### src/rtl/pll_mode_ctrl.sv
// pll_mode_ctrl: applies divider presets to a Gowin PLL via its dynamic
// select inputs, pulses PLL reset, qualifies lock and retries on timeout.
module pll_mode_ctrl #(
    parameter int NUM_MODES    = 4,
    parameter int MODE_W       = 2,
    parameter logic [NUM_MODES*18-1:0] MODE_TABLE = {
        6'd1, 6'd9,  6'd8,
        6'd0, 6'd4,  6'd8,
        6'd2, 6'd19, 6'd4,
        6'd2, 6'd24, 6'd4
    },
    parameter int DEFAULT_MODE = 0,
    parameter int RST_CYCLES   = 24,
    parameter int LOCK_STABLE  = 64,
    parameter int LOCK_TIMEOUT = 24000,
    parameter int MAX_RETRY    = 3
) (
    input  logic              clkin,
    input  logic              resetn,
    input  logic              pll_lock,
    input  logic              mode_req,
    input  logic [MODE_W-1:0] mode_sel,
    output logic              pll_reset,
    output logic [5:0]        idsel,
    output logic [5:0]        fbdsel,
    output logic [5:0]        odsel,
    output logic              clk_en,
    output logic              locked,
    output logic              busy,
    output logic              mode_done,
    output logic              mode_err,
    output logic              fail,
    output logic [MODE_W-1:0] cur_mode,
    output logic [7:0]        loss_cnt
);

    localparam int RST_W = $clog2(RST_CYCLES + 1);
    localparam int STB_W = $clog2(LOCK_STABLE + 1);
    localparam int TO_W  = $clog2(LOCK_TIMEOUT + 1);
    localparam int RT_W  = $clog2(MAX_RETRY + 1);
    localparam logic [MODE_W:0] NM = NUM_MODES[MODE_W:0];
    localparam logic [17:0] DEF_ENT = MODE_TABLE[18*DEFAULT_MODE +: 18];

    typedef enum logic [1:0] {APPLY, WAIT_LOCK, RUN, FAIL} state_t;

    state_t            state, state_nx;
    logic [RST_W-1:0]  rst_cnt, rst_cnt_nx;
    logic [STB_W-1:0]  stb_cnt, stb_nx;
    logic [TO_W-1:0]   to_cnt, to_nx;
    logic [RT_W-1:0]   retry, retry_nx;
    logic [MODE_W-1:0] mode_nx;
    logic [17:0]       sel, sel_nx;
    logic              pll_reset_nx, clk_en_nx, busy_nx, fail_nx;
    logic              done_nx, err_nx;
    logic [7:0]        loss_nx;
    logic              lock_s1, lock_sync;
    logic              go_apply;

    function automatic logic [17:0] entry(input logic [MODE_W-1:0] m);
        return MODE_TABLE[18*int'(m) +: 18];
    endfunction

    assign idsel  = sel[17:12];
    assign fbdsel = sel[11:6];
    assign odsel  = sel[5:0];
    assign locked = clk_en;

    // Two-flop synchroniser for the asynchronous PLL lock
    always_ff @(posedge clkin or negedge resetn) begin
        if (!resetn) begin
            lock_s1   <= 1'b0;
            lock_sync <= 1'b0;
        end else begin
            lock_s1   <= pll_lock;
            lock_sync <= lock_s1;
        end
    end

    // State, counters and registered outputs
    always_ff @(posedge clkin or negedge resetn) begin
        if (!resetn) begin
            state     <= APPLY;
            rst_cnt   <= '0;
            stb_cnt   <= '0;
            to_cnt    <= '0;
            retry     <= '0;
            cur_mode  <= MODE_W'(DEFAULT_MODE);
            sel       <= DEF_ENT;
            pll_reset <= 1'b1;
            clk_en    <= 1'b0;
            busy      <= 1'b1;
            fail      <= 1'b0;
            mode_done <= 1'b0;
            mode_err  <= 1'b0;
            loss_cnt  <= 8'd0;
        end else begin
            state     <= state_nx;
            rst_cnt   <= rst_cnt_nx;
            stb_cnt   <= stb_nx;
            to_cnt    <= to_nx;
            retry     <= retry_nx;
            cur_mode  <= mode_nx;
            sel       <= sel_nx;
            pll_reset <= pll_reset_nx;
            clk_en    <= clk_en_nx;
            busy      <= busy_nx;
            fail      <= fail_nx;
            mode_done <= done_nx;
            mode_err  <= err_nx;
            loss_cnt  <= loss_nx;
        end
    end

    // Next-state and next-output decode
    always_comb begin
        state_nx     = state;
        rst_cnt_nx   = rst_cnt;
        stb_nx       = stb_cnt;
        to_nx        = to_cnt;
        retry_nx     = retry;
        mode_nx      = cur_mode;
        sel_nx       = sel;
        pll_reset_nx = pll_reset;
        clk_en_nx    = clk_en;
        busy_nx      = busy;
        fail_nx      = fail;
        done_nx      = 1'b0;
        err_nx       = 1'b0;
        loss_nx      = loss_cnt;
        go_apply     = 1'b0;

        unique case (state)
            APPLY: begin
                if (rst_cnt == RST_W'(RST_CYCLES - 1)) begin
                    state_nx     = WAIT_LOCK;
                    pll_reset_nx = 1'b0;
                    stb_nx       = '0;
                    to_nx        = '0;
                end else begin
                    rst_cnt_nx = rst_cnt + 1'b1;
                end
            end
            WAIT_LOCK: begin
                to_nx  = to_cnt + 1'b1;
                stb_nx = lock_sync ? stb_cnt + 1'b1 : '0;
                if (stb_nx == STB_W'(LOCK_STABLE)) begin
                    state_nx  = RUN;
                    clk_en_nx = 1'b1;
                    busy_nx   = 1'b0;
                    done_nx   = 1'b1;
                    retry_nx  = '0;
                end else if (to_nx == TO_W'(LOCK_TIMEOUT)) begin
                    retry_nx = retry + 1'b1;
                    if (retry_nx < RT_W'(MAX_RETRY)) begin
                        go_apply = 1'b1;
                    end else begin
                        state_nx = FAIL;
                        fail_nx  = 1'b1;
                        busy_nx  = 1'b0;
                    end
                end
            end
            RUN: begin
                if (!lock_sync) begin
                    loss_nx  = (loss_cnt == 8'hFF) ? loss_cnt
                                                   : loss_cnt + 8'd1;
                    retry_nx = '0;
                    go_apply = 1'b1;
                end
            end
            FAIL: begin
            end
        endcase

        // Requests are only honoured when idle (RUN or FAIL)
        if ((state == RUN || state == FAIL) && mode_req) begin
            if ({1'b0, mode_sel} < NM) begin
                mode_nx  = mode_sel;
                retry_nx = '0;
                go_apply = 1'b1;
            end else begin
                err_nx = 1'b1;
            end
        end

        if (go_apply) begin
            state_nx     = APPLY;
            rst_cnt_nx   = '0;
            pll_reset_nx = 1'b1;
            busy_nx      = 1'b1;
            clk_en_nx    = 1'b0;
            fail_nx      = 1'b0;
            sel_nx       = entry(mode_nx);
        end
    end

endmodule

### config.mk
export PLATFORM = sky130hd
export DESIGN_NAME = pll_mode_ctrl
export DESIGN_NICKNAME = d
export VERILOG_FILES = /design/src/rtl/pll_mode_ctrl.sv
export SDC_FILE = /design/constraint.sdc
export NUM_CORES = 1
export LEC_CHECK = 0
export BUFFER_PORTS_ARGS = -buffer_cell sky130_fd_sc_hd__buf_2
export CORE_MARGIN = 5
export CORE_UTILIZATION = 30
export DETAILED_ROUTE_END_ITERATION = 10
export PLACE_DENSITY = 0.44
export RECOVER_POWER = 100
export REMOVE_ABC_BUFFERS = 1
export SLEW_MARGIN = 25
export SYNTH_ARGS = -nofsm -noshare
export SYNTH_HDL_FRONTEND = slang
export SYNTH_SLANG_ARGS = --single-unit
### constraint.sdc
create_clock -name clkin -period 2.95 [get_ports clkin]
set_clock_uncertainty 0.05 [all_clocks]
set_input_delay 0 -clock clkin [delete_from_list [all_inputs] [get_ports clkin]]
set_output_delay 0 -clock clkin [all_outputs]
set_load 0.05 [all_outputs]
# Yosys cells after proc, flatten, opt, wreduce, memory -nomap -nowiden
# Cells that the tools add are included.
# word_totals
ff_bits,66
latch_bits,0
ram_bits,0
mem_bits_ro,0
input_bits,6
output_inout_bits,35
wordCells,107
n_memories,0
# op_classes
add_sub_neg,5
mul,1
div,0
magnitude_cmp,1
eq_ne,17
shift,1
muxes,44
bitwise_logic,2
reduce_logical,21
# op_table
op,n
72-bit by 8-bit indexed part select with 18-bit output (first input constant),1
15-bit case mux with 2 select lines,1
1-bit two-way mux,23
2-bit two-way mux,10
15-bit by 1-bit adder with 15-bit output (second input constant),1
15-bit == test (second input constant),1
15-bit two-way mux,1
5-bit two-way mux,3
7-bit two-way mux,2
7-bit case mux with 2 select lines,1
4-bit inequality test (second input constant),3
2-bit nonzero test,6
3-bit AND reduction,3
3-bit nonzero test,3
8-bit by 1-bit adder with 8-bit output (second input constant),1
8-bit == test (second input constant),1
2-bit inequality test (second input constant),4
2-bit case mux with 2 select lines,2
2-bit AND reduction,4
4-bit AND reduction,2
7-bit by 1-bit adder with 7-bit output (second input constant),1
7-bit == test (second input constant),1
4-bit by 2-bit multiplier with 6-bit output (first input constant),1
3-bit inequality test (second input constant),2
other kinds (12),14

# Depth between registers and ports, before layout
# Gate-level depths: netlist of run 1.
# depth
ltp_word,9
depth_mapped,10
mapped_depth_nobuf,9

# Worst setup path before layout of run 1
# No wires, ideal clock.
# synth_path
path_kind,reg2reg
from,register to_cnt[0]
to,register sel[3]
setup_time_ns,0.125
arrival_time_ns,2.457
t_required_ns,2.775
setup_slack_ns,0.318
path_stages_with_launch,11
n_path_buf,2
period_less_slack_ns,2.632
path_cell_list,dfrtp_1 > ha_1 > buf_4 > and4_2 > nand4b_1 > a21oi_1 > o22a_2 > nand3b_4 > o41ai_4 > buf_6 > mux2_4
# synth_between
elab_chain_len,6
# synth_rtl
item,line,source
start: declaration,49,"logic [TO_W-1:0] to_cnt, to_nx;"
start signal: assignment,100,to_cnt <= to_nx;
15-bit by 1-bit adder with 15-bit output,144,to_nx = to_cnt + 1'b1;
15-bit == test,152,end else if (to_nx == TO_W'(LOCK_TIMEOUT)) begin
1-bit two-way mux,152,
1-bit two-way mux,146,if (stb_nx == STB_W'(LOCK_STABLE)) begin
1-bit case mux with 2 select lines,132,unique case (state)
1-bit two-way mux,176,if ((state == RUN || state == FAIL) && mode_req) begin
end signal: assignment,103,sel <= sel_nx;
end: declaration,52,"logic [17:0] sel, sel_nx;"
# Every way passes these cells.
# A chain may end at the register's enable or synchronous reset.

# Worst setup path after layout of run 1
# layout_path
from,register to_cnt[0]
to,register sel[7]
# Same word-level chain as after synthesis.

==> results of run 1 <==
[critical path, stage by stage (launching register included)]
cell and delay, ns:
dfrtp_1 0.44, ha_2 0.29, and4_2 0.32, nand4b_1 0.12
a21oi_1 0.16, o22a_2 0.21, nand3b_4 0.09, o41ai_4 0.31
buf_4 0.27, mux2_2 0.36
[path summary, 6_finish.rpt]
| path | endpoint | depth (start not counted) |
|---|---|---|
| max in group asynchronous | to_cnt[11] | 3 |
| max reg2reg | sel[7] | 9 |
| min | lock_s1 | 2 |
| max | sel[7] | 9 |
| min reg2reg | lock_sync | 0 |
| min in group asynchronous | rst_cnt[2] | 2 |
[Yosys cell counts, drive strengths merged (2+ instances only)]
master,instances,area share
o31ai,4,0.0096
inv,11,0.013
or2,2,0.0040
nor2,26,0.034
clkbuf,5,0.0060
xor2,10,0.028
nor4,2,0.0040
and2,3,0.0064
buf,18,0.045
nand3,21,0.041
o41ai,5,0.020
dfstp,4,0.034
nand4,6,0.012
a22o,2,0.0056
a21oi,13,0.021
mux2i,4,0.013
and4,4,0.012
xnor2,10,0.028
a21o,3,0.0076
dfrtp,51,0.41
ha,14,0.056
nand4b,3,0.0084
o22ai,3,0.0060
and3,5,0.011
nand2,25,0.030
mux2,9,0.034
o21ai,29,0.046
o21a,2,0.0048
[what timing repair did]
item,in CTS,in global routing
hold endpoints to repair,22,0
hold buffers,5,0
resized for setup,0,1
endpoints found under the setup margin,0,4
[power by group through the flow]
stage	clock (mW)	combinational [mW]	sequential [mW]
5_1_grt	0.503	0.677	0.988
3_5_place_dp	0	0.601	0.980
4_1_cts	0.473	0.606	0.967
2_1_floorplan	0	0.404	1.01
3_3_place_gp	0	0.600	0.978
6_report	0.446	0.586	0.966
[per-layer routing]
layer | share of wire | GRT usage | vias up
met5 | 0 | 0 | -
met4 | 0.0079 | 0.0280 | 0
met3 | 0.038 | 0.0243 | 5
met2 | 0.45 | 0.167 | 42
met1 | 0.51 | 0.156 | 1110
li1 | - | - | 1164
[stage by stage]
stage	power, mW	instance area (um2)	util	setup slack, ns	hold slack [ns]
3_3_place_gp	1.58	3370	0.329	0.235	-0.0874
2_1_floorplan	1.41	3000	-	0.181	-0.346
3_5_place_dp	1.58	3370	0.329	0.152	-0.0804
5_1_grt	2.17	3460	0.339	0.0516	0.274
6_report	2.00	3460	0.339	0.247	0.263
4_1_cts	2.05	3510	0.343	0.163	0.0974
[area by class of cell]
class / instances / area, um2 / area share
Clock buffer: 6 / 72.6 / 0.0210
Clock inverter: 2 / 17.5 / 0.00506
Inverter: 11 / 41.3 / 0.0119
Multi-Input combinational cell: 232 / 1580 / 0.456
Sequential cell: 55 / 1380 / 0.399
Tap cell: 136 / 170 / 0.0491
Timing Repair Buffer: 41 / 200 / 0.0578
[flip-flops by register name (all words and copies together) (netlist names), 2 cells and up]
| register | count |
|---|---|
| loss_cnt | 8 |
| rst_cnt | 5 |
| sel | 7 |
| stb_cnt | 7 |
| to_cnt | 15 |
| cur_mode | 2 |
| retry | 2 |
| state | 2 |
[cell families (layout without fill, tap and decap cells)]
logic type                 after synthesis  after routing  share of synthesized area
and+or+nand+nor                        103            103                      0.183
other                                    1             10                    0.00120
xor gates and xnor gates                20             20                     0.0560
muxes                                   13             13                     0.0464
AOI/OAI and AO/OA                       72             72                      0.152
buffers and inverters                   34             60                     0.0640
adders and majority gates               14             14                     0.0560
DFF                                     55             55                      0.441
==> impl_metrics.toml, run 1 <==
[pwr]
seqPwrFrac = 0.484
p_sw_mw = 0.753
pwr-share-comb = 0.293
p_leak_nw = 1.52
p_int_mw = 1.24
ir_drop_v = 0.000217
power_density_nw_per_um2 = 577
clkPwrFrac = 0.223
switching_share = 0.377

[critical_path]
worstPathRequired_ns = 3.12
critical_path_class = "flip-flop to flip-flop"
crit_path_max_fanout = 16
worstSetupEndpointType = "flip-flop"
rr_startpoint = "to_cnt[0]"
rrSetupSlack_ns = 0.25
critical_path_arrival_ns = 2.87
cp-startpoint = "to_cnt[0]"
worstSetupStartpointType = "flip-flop"

[sta]
maxSlewViolCount = 0
fin_crit_ns = 2.70
setup_tns_ns = 0
worstMarginPinSlew_ns = 1.03
finalSetupViolations = 0
rsz0062_at_grt = "false"
period_share = 0.916
slew_headroom = 0.311
fmax_mhz = 370
hold_viol = 0

[global_route]
grt_pass1_wl_um = 11500
grt.total_usage = 0.109
grt.overflow.total = 0
antenna_found_initial = 0
grt_pass1_vias = 2326
grt_start_max_net_pins = 39

[floorplan]
die_h_um = 112
initial_core_util = 0.306
placeableCoreArea_um2 = 10200
die_w_um = 112
dieArea_um2 = 12600
rows = 37
io_pins = 41

[placed_design]
gp_congestion = 0.776
dp.cells = 470
io_buffers = 30
dpl.hpwl_um = 4540

[layout]
fillCellCount = 1070
antenna-diode-count = 0
instances_no_fill = 483
nNetsFinal = 366
drive_above_1_share = 0.127
syn_to_final_growth_pct = 10.7
final_common_cell = "dfrtp_1"
layout_common_cells = "51 x dfrtp_1, 29 x o21ai_0, 29 x clkbuf_1"

[detailed_routing]
wl_um = 6490
first_pass_iters = 5
drc = 0
drtIter0Drc = 127
via_count = 2321
wl_per_cell_um = 13.4
ant_nets = 0
avgViaCountPerCell = 4.81

[cts]
clock_path_buffers = 2
cts_tree = "done"
clk_pin_slew_ns = 0.11
post_cts_buffers = 0
cts.htree.levels = 2
cts_root_buf = "clkbuf_8"
cts_inserted_buffers = 5
numClockSinks = 55
insertion_delay_ns = 0.32

[synth]
yosys_warnings = 0
synth_seq_cells = 55
synth-edff-count = 0
synth_ff_type = "dfrtp_1"
synth_cell_types = 57
syn_area_per_cell_um2 = 10.0
syn-cell-area_um2 = 3130
syn-instance-count = 312
synth-seq-area-share = 0.441
async_flop_share = 1.00

[min_path]
min_from = "pll_lock"
holdCritPathClass = "primary input to flip-flop"

[run]
max-cap-violations = 0

[outcome]
outcome = "completed"
Power figures use the tool's default switching activity.
==> inputs of run 2 (changes only) <==
- CTS_CLUSTER_SIZE: default -> 24
- GPL_TIMING_DRIVEN: default -> 0
==> impl_metrics.toml, run 2 (same netlist as run 1, synthesis figures left out) <==
[critical_path]
worstSetupEndpointType = "flip-flop"
rr_worst_depth = 9
cp-startpoint = "to_cnt[0]"
crit_slowest_cell = "dfrtp_1"
r2r-end = "sel[8]"
max_stage_delay_ns = 0.44
worstPathRequired_ns = 3.11
worstSetupStartpointType = "flip-flop"
rr_startpoint = "to_cnt[0]"
critical_path_arrival_ns = 2.87
crit_path_max_fanout = 8
path_cells = "ha_1 -> and4_1 -> nand3_1 -> xor2_1 -> nor2_4 -> nand3b_1 -> o41ai_4 -> buf_4 -> mux2_2"
rrSetupSlack_ns = 0.24
critical_path_class = "flip-flop to flip-flop"

[layout]
finalInstanceArea_um2 = 3470
nNetsFinal = 362
largest_reg_flops = 15
syn_to_final_growth_pct = 10.8
layout_common_cells = "51 x dfrtp_1, 29 x o21ai_0, 25 x nand2_1, 25 x nor2_1, 25 x clkbuf_1"
regMostFlops = "to_cnt"
drive_above_1_share = 0.120
instances_no_fill = 479
antenna-diode-count = 0
top_regs = "to_cnt: 15 flops, loss_cnt: 8 flops"
final_common_cell = "dfrtp_1"

[placed_design]
gp_congestion = 0.737
postPlaceCellArea_um2 = 3340
dp.cells = 464
io_buffers = 30
dpl.hpwl_um = 4380

[global_route]
antenna_found_initial = 0
grt_pass1_wl_um = 11300
grt.overflow.total = 0
grt.total_usage = 0.105
grt_start_max_net_pins = 56
grt_pass1_vias = 2305

[detailed_routing]
drc = 0
wl_per_cell_um = 13.4
ant_nets = 0
via_count = 2258
first_pass_iters = 4
avgViaCountPerCell = 4.71
drtIter0Drc = 132
wl_um = 6420

[run]
max-cap-violations = 0

[outcome]
outcome = "completed"

[cts]
numClockSinks = 55
clk_pin_slew_ns = 0.11
cts_inserted_buffers = 5
cts.htree.levels = 2
cts_tree = "done"
clock_path_buffers = 2
post_cts_resized = 0
cts_root_buf = "clkbuf_8"
insertion_delay_ns = 0.31

[floorplan]
die_h_um = 112
dieArea_um2 = 12600
die_w_um = 112
rows = 37
placeableCoreArea_um2 = 10200
io_pins = 41
initial_core_util = 0.306

[sta]
fmax_mhz = 369
worstMarginPinSlew_ns = 1.43
fin_crit_ns = 2.71
period_share = 0.919
hold_viol = 0
slew_headroom = 0.0491
rsz0062_at_grt = "false"
maxSlewViolCount = 0
finalSetupViolations = 0

[min_path]
holdCritPathClass = "primary input to flip-flop"
min_from = "pll_lock"
min_to = "lock_s1"
whs_path_depth = 2

[pwr]
p_leak_nw = 1.50
power_density_nw_per_um2 = 600
ir_drop_v = 0.000208
-- run 2: power by group --
part / internal, mW / switching, mW / leakage [nW]
clock: 0.262 / 0.267 / 0.0611
sequential: 0.863 / 0.102 / 0.724
combinational: 0.204 / 0.384 / 0.717
total: 1.33 / 0.753 / 1.50
-- run 2: how the worst max path moves through the flow --
stage,to,slack (ns),depth (start not counted)
after floorplan,sel[12],0.18,8
after global placement,sel[7],-0.33,8
after detailed placement,sel[8],-0.31,8
after CTS,sel[8],0.29,9
after global routing,sel[8],0.08,9
final,sel[8],0.24,9
-- run 2: routing by layer --
| metal | track usage | vias up | wire (um) |
|---|---|---|---|
| met2 | 0.174 | 38 | 2950 |
| met4 | 0.0216 | 0 | 57 |
| met1 | 0.142 | 1064 | 3220 |
| met3 | 0.0199 | 6 | 184 |
| li1 | - | 1150 | - |
| met5 | 0 | - | 0 |
-- run 2: layout make-up --
class / instances / area (um2)
Clock buffer: 5 / 68.8
Clock inverter: 3 / 55.1
Fill cell: 1078 / 6760
Inverter: 11 / 41.3
Multi-Input combinational cell: 232 / 1570
Sequential cell: 55 / 1380
Tap cell: 136 / 170
Timing Repair Buffer: 37 / 184
-- run 2: metrics by stage --
| stage | hold slack [ns] | setup WS [ns] | power, mW | TNS [ns] | util |
|---|---|---|---|---|---|
| floorplan | -0.346 | 0.181 | 1.41 | 0 | - |
| CTS | 0.268 | 0.289 | 2.15 | 0 | 0.345 |
| detailed placement | 0.0638 | -0.312 | 1.58 | -2.29 | 0.327 |
| finish | 0.289 | 0.238 | 2.08 | 0 | 0.339 |
| global route | 0.275 | 0.0806 | 2.24 | 0 | 0.339 |
| global placement | 0.0605 | -0.327 | 1.56 | -3.24 | 0.325 |
-- run 2: timing repair --
| action | CTS | global route |
|---|---|---|
| setup endpoints to repair | 16 | 0 |
| hold endpoints to repair | 56 | 0 |
| buffers inserted | 2 | 0 |
| hold buffers | 5 | 0 |
-- run 2: critical path: cells and delay by family (launching register included) --
family                     cells  cell delay, ns
and+or+nand+nor                4            0.81
DFF                            1            0.44
muxes                          1            0.35
adders and majority gates      1            0.34
buffers and inverters          1            0.22
AOI/OAI and AO/OA              1            0.21
xor gates and xnor gates       1            0.20
==> inputs of run 3 (changes only) <==
- CORE_ASPECT_RATIO: default -> 1.4
- MAX_ROUTING_LAYER: default -> met4
==> impl_metrics.toml, run 3 (same netlist as run 1, synthesis figures left out) <==
[cts]
cts_tree = "done"
clock_path_buffers = 2
numClockSinks = 55
cts.htree.levels = 2
post_cts_resized = 0
cts_root_buf = "clkbuf_16"
cts_inserted_buffers = 5
clk_pin_slew_ns = 0.07
insertion_delay_ns = 0.29

[sta]
rsz0062_at_grt = "false"
fin_crit_ns = 2.68
finalSetupViolations = 0
fin_hold_ws_ns = 0.000330
hold_viol = 0
maxSlewViolCount = 0
setup_slack_ns = 0.267
slew_headroom = 0.0515
period_share = 0.909
fmax_mhz = 373
worstMarginPinSlew_ns = 1.42

[layout]
layout_common_cells = "51 x dfrtp_1, 29 x o21ai_0, 25 x nand2_1, 25 x nor2_1, 25 x clkbuf_1"
fillCellCount = 1115
antenna-diode-count = 0
instances_no_fill = 479
syn_to_final_growth_pct = 11.4
nNetsFinal = 360
regMostFlops = "to_cnt"
top_regs = "to_cnt: 15 flops, loss_cnt: 8 flops"
drive_above_1_share = 0.126
final_common_cell = "dfrtp_1"
largest_reg_flops = 15

[min_path]
min_to = "cur_mode[1]"
holdCritPathClass = "primary input to flip-flop"
whs_path_depth = 3
min_from = "mode_sel[1]"

[detailed_routing]
wl_um = 6580
drtIter0Drc = 55
via_count = 2290
avgViaCountPerCell = 4.78
first_pass_iters = 4
wl_per_cell_um = 13.7
drc = 0
ant_nets = 0

[critical_path]
r2r-end = "sel[12]"
path_cells = "ha_1 -> and4_2 -> nand4b_1 -> a21oi_1 -> o22a_2 -> nand3b_1 -> o41ai_4 -> buf_12 -> mux2_2"
crit_buf_inv = 1
worstPathRequired_ns = 3.08
rr_worst_depth = 9
critical_path_class = "flip-flop to flip-flop"
max_stage_delay_ns = 0.43
rrSetupSlack_ns = 0.27
crit_family = "compound AO/OA/AOI/OAI gates"
worstSetupStartpointType = "flip-flop"
worstSetupEndpointType = "flip-flop"
path_depth = 9
critical_path_arrival_ns = 2.81
rr_startpoint = "to_cnt[0]"
crit_slowest_cell = "dfrtp_1"
crit_path_max_fanout = 10

[global_route]
grt.overflow.total = 0
antenna_found_initial = 0
grt_pass1_vias = 2283
grt.total_usage = 0.118
grt_pass1_wl_um = 11300
grt_start_max_net_pins = 56

[floorplan]
dieArea_um2 = 12600
die_w_um = 96.3
placeableCoreArea_um2 = 10300
initial_core_util = 0.304
die_h_um = 131
rows = 44
io_pins = 41

[pwr]
ir_drop_v = 0.000268
power_density_nw_per_um2 = 615
p_leak_nw = 1.50
finalPower_mw = 2.14

[placed_design]
dpl.hpwl_um = 4570
gp_congestion = 0.758
dp.cells = 466
pre_cts_ws_ns = -0.347
io_buffers = 30

[run]
max-cap-violations = 0

[outcome]
outcome = "completed"
## run 3: changes by cell type in the layout (fill, tap and decap cells not counted), moves of 2 or more
cell | previous run | this run
clkbuf_16 | 0 | 5
clkbuf_8 | 5 | 0
buf_4 | 2 | 0
clkinvlp_4 | 0 | 2
dlygate4sd3_1 | 5 | 3
## run 3: cell type report
| class | instances | area [um2] | share of cell area |
|---|---|---|---|
| Multi-Input combinational cell | 232 | 1570 | 0.451 |
| Sequential cell | 55 | 1380 | 0.396 |
| Timing Repair Buffer | 35 | 174 | 0.0499 |
| Tap cell | 138 | 173 | 0.0495 |
| Clock buffer | 5 | 125 | 0.0359 |
| Inverter | 11 | 41.3 | 0.0118 |
| Clock inverter | 3 | 20.0 | 0.00574 |
## run 3: metrics by stage
stage,instance area [um2],setup TNS (ns),utilization
2_1_floorplan,3000,0,-
3_3_place_gp,3330,-4.10,0.323
3_5_place_dp,3340,-2.99,0.325
4_1_cts,3550,0,0.345
5_1_grt,3490,0,0.339
6_report,3490,0,0.339
## run 3: worst max path at each step
stage / startpoint / endpoint
global route: to_cnt[0] / sel[7]
CTS: to_cnt[0] / sel[7]
detailed placement: to_cnt[0] / sel[7]
floorplan: to_cnt[0] / sel[12]
finish: to_cnt[0] / sel[12]
global placement: to_cnt[0] / sel[7]
## run 3: what timing repair did
action,4_1_cts,5_1_grt
setup endpoints to repair,16,0
setup buffers,2,0
hold buffers,3,0
hold endpoints to repair,53,0
## run 3: layer usage
| layer | up-vias | part of all wire | track usage |
|---|---|---|---|
| met5 | - | 0 | - |
| met1 | 1101 | 0.46 | 0.145 |
| met4 | 0 | 0.015 | 0.0421 |
| met3 | 5 | 0.027 | 0.0189 |
| li1 | 1152 | - | - |
| met2 | 32 | 0.49 | 0.194 |
## run 3: power breakdown
group | switching (mW) | internal [mW]
registers | 0.103 | 0.864
logic | 0.383 | 0.202
clock network | 0.279 | 0.314
## run 3: worst min-delay path, delay by kind of cell
family	cells	cell delay (ns)
buffers and inverters	2	0.20
muxes	1	0.09
